<file path="config.mk">
export PLATFORM = sky130hd
export DESIGN_NAME = enigma_step_controller
export DESIGN_NICKNAME = d
export VERILOG_FILES = /design/src/rtl/enigma_pkg.sv /design/src/rtl/enigma_rotor_stepper.sv /design/src/rtl/enigma_step_controller.sv
export SDC_FILE = /design/constraint.sdc
export NUM_CORES = 1
export LEC_CHECK = 0
export CAP_MARGIN = 20
export CORE_ASPECT_RATIO = 1.1
export CORE_MARGIN = 8
export CORE_UTILIZATION = 30
export DETAILED_ROUTE_END_ITERATION = 8
export PLACE_DENSITY = 0.64
export SYNTH_ARGS = -nofsm -noshare
export SYNTH_HDL_FRONTEND = slang
export SYNTH_SLANG_ARGS = --single-unit
</file>
<file path="constraint.sdc">
create_clock -name clk -period 4.5 [get_ports clk]
set_input_delay 0.9 -clock clk [delete_from_list [all_inputs] [get_ports clk]]
set_output_delay 0.9 -clock clk [all_outputs]
set_load 0.005 [all_outputs]
</file>
<file path="src/rtl/enigma_pkg.sv">
// rtl/enigma_pkg.sv - shared types, defaults and helpers for the Enigma step controller
package enigma_pkg;
  localparam int LETTER_W    = 5;
  localparam int NUM_LETTERS = 26;
  localparam int NOTCH1      = 16;
  localparam int NOTCH2      = 4;

  typedef logic [LETTER_W-1:0] letter_t;

  typedef enum logic [1:0] {S_IDLE, S_STEP, S_APPLY, S_HOLD} state_t;

  // Wraps the top code back to 0; out-of-range codes also land on 0.
  function automatic letter_t inc_mod26(input letter_t v, input int n = NUM_LETTERS);
    return (int'(v) >= n - 1) ? '0 : v + letter_t'(1);
  endfunction
endpackage

</file>
<file path="src/rtl/enigma_rotor_stepper.sv">
// rtl/enigma_rotor_stepper.sv - combinational odometer stepping with middle-rotor double step
module enigma_rotor_stepper #(
  parameter int NUM_LETTERS = enigma_pkg::NUM_LETTERS,
  parameter int NOTCH1      = enigma_pkg::NOTCH1,
  parameter int NOTCH2      = enigma_pkg::NOTCH2
) (
  input  logic [enigma_pkg::LETTER_W-1:0] pos1,
  input  logic [enigma_pkg::LETTER_W-1:0] pos2,
  input  logic [enigma_pkg::LETTER_W-1:0] pos3,
  output logic [enigma_pkg::LETTER_W-1:0] next1,
  output logic [enigma_pkg::LETTER_W-1:0] next2,
  output logic [enigma_pkg::LETTER_W-1:0] next3
);
  import enigma_pkg::*;

  logic mid_turn;
  logic slow_turn;

  // The middle rotor at its own notch steps itself along with the slow rotor.
  assign slow_turn = (pos2 == letter_t'(NOTCH2));
  assign mid_turn  = (pos1 == letter_t'(NOTCH1)) || slow_turn;

  assign next1 = inc_mod26(pos1, NUM_LETTERS);
  assign next2 = mid_turn  ? inc_mod26(pos2, NUM_LETTERS) : pos2;
  assign next3 = slow_turn ? inc_mod26(pos3, NUM_LETTERS) : pos3;
endmodule

</file>
<file path="src/rtl/enigma_step_controller.sv">
// rtl/enigma_step_controller.sv - per-letter sequencer: step rotors, wait on path, present result
module enigma_step_controller #(
  parameter int NUM_LETTERS = enigma_pkg::NUM_LETTERS,
  parameter int NOTCH1      = enigma_pkg::NOTCH1,
  parameter int NOTCH2      = enigma_pkg::NOTCH2,
  parameter int PATH_LAT    = 1
) (
  input  logic                            clk,
  input  logic                            rst,
  input  logic                            load,
  input  logic [enigma_pkg::LETTER_W-1:0] init_pos1,
  input  logic [enigma_pkg::LETTER_W-1:0] init_pos2,
  input  logic [enigma_pkg::LETTER_W-1:0] init_pos3,
  input  logic                            in_valid,
  output logic                            in_ready,
  input  logic [enigma_pkg::LETTER_W-1:0] in_char,
  output logic [enigma_pkg::LETTER_W-1:0] path_char,
  input  logic [enigma_pkg::LETTER_W-1:0] path_result,
  output logic [enigma_pkg::LETTER_W-1:0] rotor1_pos,
  output logic [enigma_pkg::LETTER_W-1:0] rotor2_pos,
  output logic [enigma_pkg::LETTER_W-1:0] rotor3_pos,
  output logic                            out_valid,
  input  logic                            out_ready,
  output logic [enigma_pkg::LETTER_W-1:0] out_char,
  output logic                            busy,
  output logic                            err
);
  import enigma_pkg::*;

  localparam int CNT_W = (PATH_LAT > 1) ? $clog2(PATH_LAT) : 1;

  state_t           state;
  logic [CNT_W-1:0] cnt;
  letter_t          next1, next2, next3;

  function automatic letter_t legal_or_zero(input letter_t v);
    return (int'(v) < NUM_LETTERS) ? v : '0;
  endfunction

  function automatic logic is_illegal(input letter_t v);
    return int'(v) >= NUM_LETTERS;
  endfunction

  enigma_rotor_stepper #(
    .NUM_LETTERS(NUM_LETTERS),
    .NOTCH1     (NOTCH1),
    .NOTCH2     (NOTCH2)
  ) u_stepper (
    .pos1 (rotor1_pos),
    .pos2 (rotor2_pos),
    .pos3 (rotor3_pos),
    .next1(next1),
    .next2(next2),
    .next3(next3)
  );

  // Load has priority, so the letter is refused in the same cycle load is high.
  assign in_ready = (state == S_IDLE) && !load;

  always_ff @(posedge clk or posedge rst) begin
    if (rst) begin
      state      <= S_IDLE;
      cnt        <= '0;
      rotor1_pos <= '0;
      rotor2_pos <= '0;
      rotor3_pos <= '0;
      path_char  <= '0;
      out_char   <= '0;
      out_valid  <= 1'b0;
      busy       <= 1'b0;
      err        <= 1'b0;
    end else begin
      err <= 1'b0;
      case (state)
        S_IDLE: begin
          if (load) begin
            rotor1_pos <= legal_or_zero(init_pos1);
            rotor2_pos <= legal_or_zero(init_pos2);
            rotor3_pos <= legal_or_zero(init_pos3);
            err        <= is_illegal(init_pos1) || is_illegal(init_pos2) || is_illegal(init_pos3);
          end else if (in_valid) begin
            if (is_illegal(in_char)) begin
              err <= 1'b1;
            end else begin
              path_char <= in_char;
              busy      <= 1'b1;
              state     <= S_STEP;
            end
          end
        end
        S_STEP: begin
          rotor1_pos <= next1;
          rotor2_pos <= next2;
          rotor3_pos <= next3;
          cnt        <= '0;
          state      <= S_APPLY;
        end
        S_APPLY: begin
          if (cnt == CNT_W'(PATH_LAT - 1)) begin
            out_char  <= path_result;
            out_valid <= 1'b1;
            state     <= S_HOLD;
          end else begin
            cnt <= cnt + 1'b1;
          end
        end
        S_HOLD: begin
          if (out_ready) begin
            out_valid <= 1'b0;
            busy      <= 1'b0;
            state     <= S_IDLE;
          end
        end
        default: state <= S_IDLE;
      endcase
    end
  end
endmodule

</file>
==> results.txt <==
----------------------------------------------------
[Critical path]
  Data arrival, critical path ... 2.11 ns
  Startpoint type of the worst setup path ... input pin
  Reg2Reg Setup Slack ... 2.07 ns
  Type of element capturing the critical path ... output port
  Largest fanout on the critical path ... 6
  WS Path Type ... input pin to output port
  Crit path required time ... 3.60 ns

[Drt]
  DRC marker count from the first detailed-route iteration ... 28
  Antenna violation net count after detailed routing ... 0
  Number of detailed-route iterations in the first pass ... 4
  Mean routed wirelength per cell ... 14.30 um
  Wire length reported by the detailed router ... 4605 um
  Avg Vias per Cell ... 4.876
  Via count of the routed design ... 1,570
  DRC viols ... 0

[Layout]
  Storage element area ... 750.7 sq um
  Layout overhead on the synthesized area ... 43.79%
  Filler cells ... 601
  Non-filler instance count after layout ... 322
  Final net count ... 284
  Final design instance area without fill ... 0.002638 sq mm
  N_diodes ... 0
  Final standard cell utilization of the core ... 0.4364
  Ratio of cells with drive above 1 in the final layout ... 0.09504
  Multi-input gate area in the final layout ... 999.7 sq um

[Synthesis]
  Proportion of register bits with asynchronous set or reset after synthesis ... 1.000
  Number of enable-type register cells in the synthesized netlist ... 0
  Share of the synthesized area in the top cell type ... 0.4093
  Sequential-to-total area share from yosys stat ... 0.4093
  Post-synthesis area per instance ... 10.25 sq um
  Predominant post-synthesis flop cell ... dfrtp_1
  Post-synthesis cell area ... 0.001834 sq mm
  Cell taking the most area after synthesis ... dfrtp_1
  Most area-consuming cells after synthesis ... dfrtp_1, ha_1, o21ai_0
  Synthesized net count ... 222
  Unique cell type count in the Yosys netlist ... 43
  Number of register bits inferred by synthesis ... 30
  Post-Synthesis Cells ... 179
  Warning count from the yosys run ... 0

[Timing]
  Total of endpoints with negative setup slack in the final report ... 0
  Slew at the pin with the worst max-slew slack ... 0.7237 ns
  Maximum clock frequency ... 332.2 MHz
  Post-route clock period utilization ... 0.6690
  Clock tree skew after final layout ... 0.002682 ns
  Final hold violation count ... 0
  Setup_tns ... 0 ns
  Minimum clock period after layout ... 3.010 ns
  RSZ-0062 raised after global routing ... false
  Slew margin rel. ... 0.5080
  Pins Over Slew Limit ... 0

[Clock tree]
  Quantity of hold-fixing buffers added after cts ... 0
  Post-cts sizing count ... 0
  Clock network latency to the later pin of the worst-skew pair ... 0.28 ns
  TritonCTS clock tree ... yes
  Number of buffers inserted during clock tree synthesis ... 5
  H-tree Lvls ... 2
  Buffers inserted during post-CTS setup optimization ... 0
  Total number of clock tree sinks ... 30
  Buffer type at the clock tree root ... clkbuf_8
  Deepest clock path buffer count ... 2
  Reg clk slew, reported paths ... 0.07 ns

[Power and ir drop]
  Switching part of the total power ... 0.3557
  Sequential fraction of design power ... 0.298
  Power dissipated by switching net loads ... 0.6379 mW
  Largest vdd supply drop ... 0.0002245 V
  Relative contribution of combinational cells to total power ... 0.511
  Static leakage power ... 1.125 nW
  Power per cell area ... 680.0 mW/mm^2
  Internal cell power ... 1.156 mW
  PnR Total Power ... 1.794 mW
  Fraction of power consumed by the clock network ... 0.191

[Floorplan]
  Die Y ... 98.01 um
  Die X-Extent ... 90.56 um
  Starting Density ... 0.3035
  Ports ... 59
  Placement Rows ... 30
  Die area ... 0.008875 sq mm
  Total core area ... 0.006043 sq mm

[Global routing]
  First-pass GRT wire length ... 7748 um
  Pin count of the biggest net entering global routing ... 31
  Met3 track demand over resource in global routing ... 0.03914
  Total grt overflow ... 0
  Global routing's busiest layer ... met2
  GR Util met2 ... 0.1767
  Antenna violations before repair ... 0
  Met1 Use GR ... 0.1240
  Via count of the first global-routing pass ... 1,616
  All-layer global routing usage ... 0.1067

[Placement]
  HPWL Detailed ... 3522 um
  Post-detailed-placement cell area ... 0.002495 sq mm
  Placed Cells ... 314
  Routability Congestion ... 0.7880
  Port Buf Inserts ... 58

[Job]
  Number of violations of the max-capacitance limit ... 0

[Hold path]
  Worst hold path type ... flop to flop

[Run status]
  Status ... complete, no violations

----------------------------------------------------
==> kinds of logic after synthesis <==
logic type,Yosys count,share of synthesized area
multiplexers,13,0.09072
buffers and inverters,19,0.04570
AND/OR/NAND/NOR,43,0.1269
flip-flops,30,0.4093
AO/OA/AOI/OAI,61,0.2388
adder cells (fa/ha/maj),13,0.08868
==> path summary, 6_finish.rpt <==
kind / startpoint / endpoint / cells after the start
max: load / in_ready / 3
min in group asynchronous: rst / path_char[4] / 3
max in group asynchronous: rst / rotor1_pos[4] / 3
max reg2reg: state[1] / rotor1_pos[3] / 6
min: path_char[4] / path_char[4] / 1
min reg2reg: path_char[4] / path_char[4] / 1
==> registers in the layout (all words and copies together) (netlist names) <==
register,count
busy,1
rotor2_pos,5
state,2
err,1
out_valid,1
path_char,5
out_char,5
rotor1_pos,5
rotor3_pos,5
==> cells in the final DEF, fill, tap and decap left out, types with 2 or more instances in the layout <==
cell,synthesis,final
nand3b_1,2,2
nor2b_1,2,2
o2bb2ai_1,3,3
nor4_1,3,3
o21a_1,3,3
clkdlybuf4s50_1,0,58
o21ai_0,16,16
a21oi_1,11,11
dfrtp_1,30,30
nor2_1,6,6
a2bb2oi_1,4,4
a221oi_1,2,2
nand2b_1,3,3
ha_1,13,13
mux2_2,6,6
bufinv_16,0,2
mux2_4,5,5
nand4bb_1,2,2
and3_1,3,3
clkbuf_8,0,6
a22o_1,7,7
o211ai_1,3,3
nand3_1,6,6
o31ai_1,3,3
inv_1,14,14
nand2_1,12,12
==> synth_stat cells, types with 2 or more instances <==
| library cell | number |
|---|---|
| dfrtp_1 | 30 |
| o21ai_0 | 16 |
| inv_1 | 14 |
| ha_1 | 13 |
| nand2_1 | 12 |
| a21oi_1 | 11 |
| a22o_1 | 7 |
| mux2_2 | 6 |
| nand3_1 | 6 |
| nor2_1 | 6 |
| mux2_4 | 5 |
| a2bb2oi_1 | 4 |
| and3_1 | 3 |
| nand2b_1 | 3 |
| nor4_1 | 3 |
| o211ai_1 | 3 |
| o21a_1 | 3 |
| o2bb2ai_1 | 3 |
| o31ai_1 | 3 |
| a221oi_1 | 2 |
| nand3b_1 | 2 |
| nand4bb_1 | 2 |
| nor2b_1 | 2 |
==> power by group through the flow <==
stage / registers [mW] / clock network (mW) / logic (mW)
2_1_floorplan: 0.527 / 0 / 0.544
3_3_place_gp: 0.537 / 0 / 0.912
3_5_place_dp: 0.540 / 0 / 0.931
4_1_cts: 0.537 / 0.351 / 0.935
5_1_grt: 0.563 / 0.367 / 1.02
6_report: 0.535 / 0.342 / 0.916
==> routing by layer <==
metal | vias to the layer above | wire length [um]
li1 | 785 | -
met1 | 746 | 2088
met2 | 33 | 2165
met3 | 6 | 295
met4 | 0 | 56
met5 | - | 0
==> final cells by class <==
type | count | area share
Clock buffer | 6 | 0.03131
Tap cell | 80 | 0.03795
Sequential cell | 30 | 0.2846
Timing Repair Buffer | 59 | 0.2230
Multi-Input combinational cell | 130 | 0.3790
Clock inverter | 2 | 0.02277
Inverter | 15 | 0.02135
==> critical path: stages <==
cell             delay [ns]
clkdlybuf4s50_1        0.52
nor2b_1                0.17
clkdlybuf4s50_1        0.52
==> per-stage QoR <==
stage	setup WS [ns]	hold WS [ns]
after floorplan	2.453	0.5009
after global placement	1.449	0.4889
after detailed placement	1.455	0.4995
after CTS	1.449	0.5161
after global routing	1.438	0.5335
final	1.490	0.5108
Note: power is estimated with default switching activity, not from simulation.
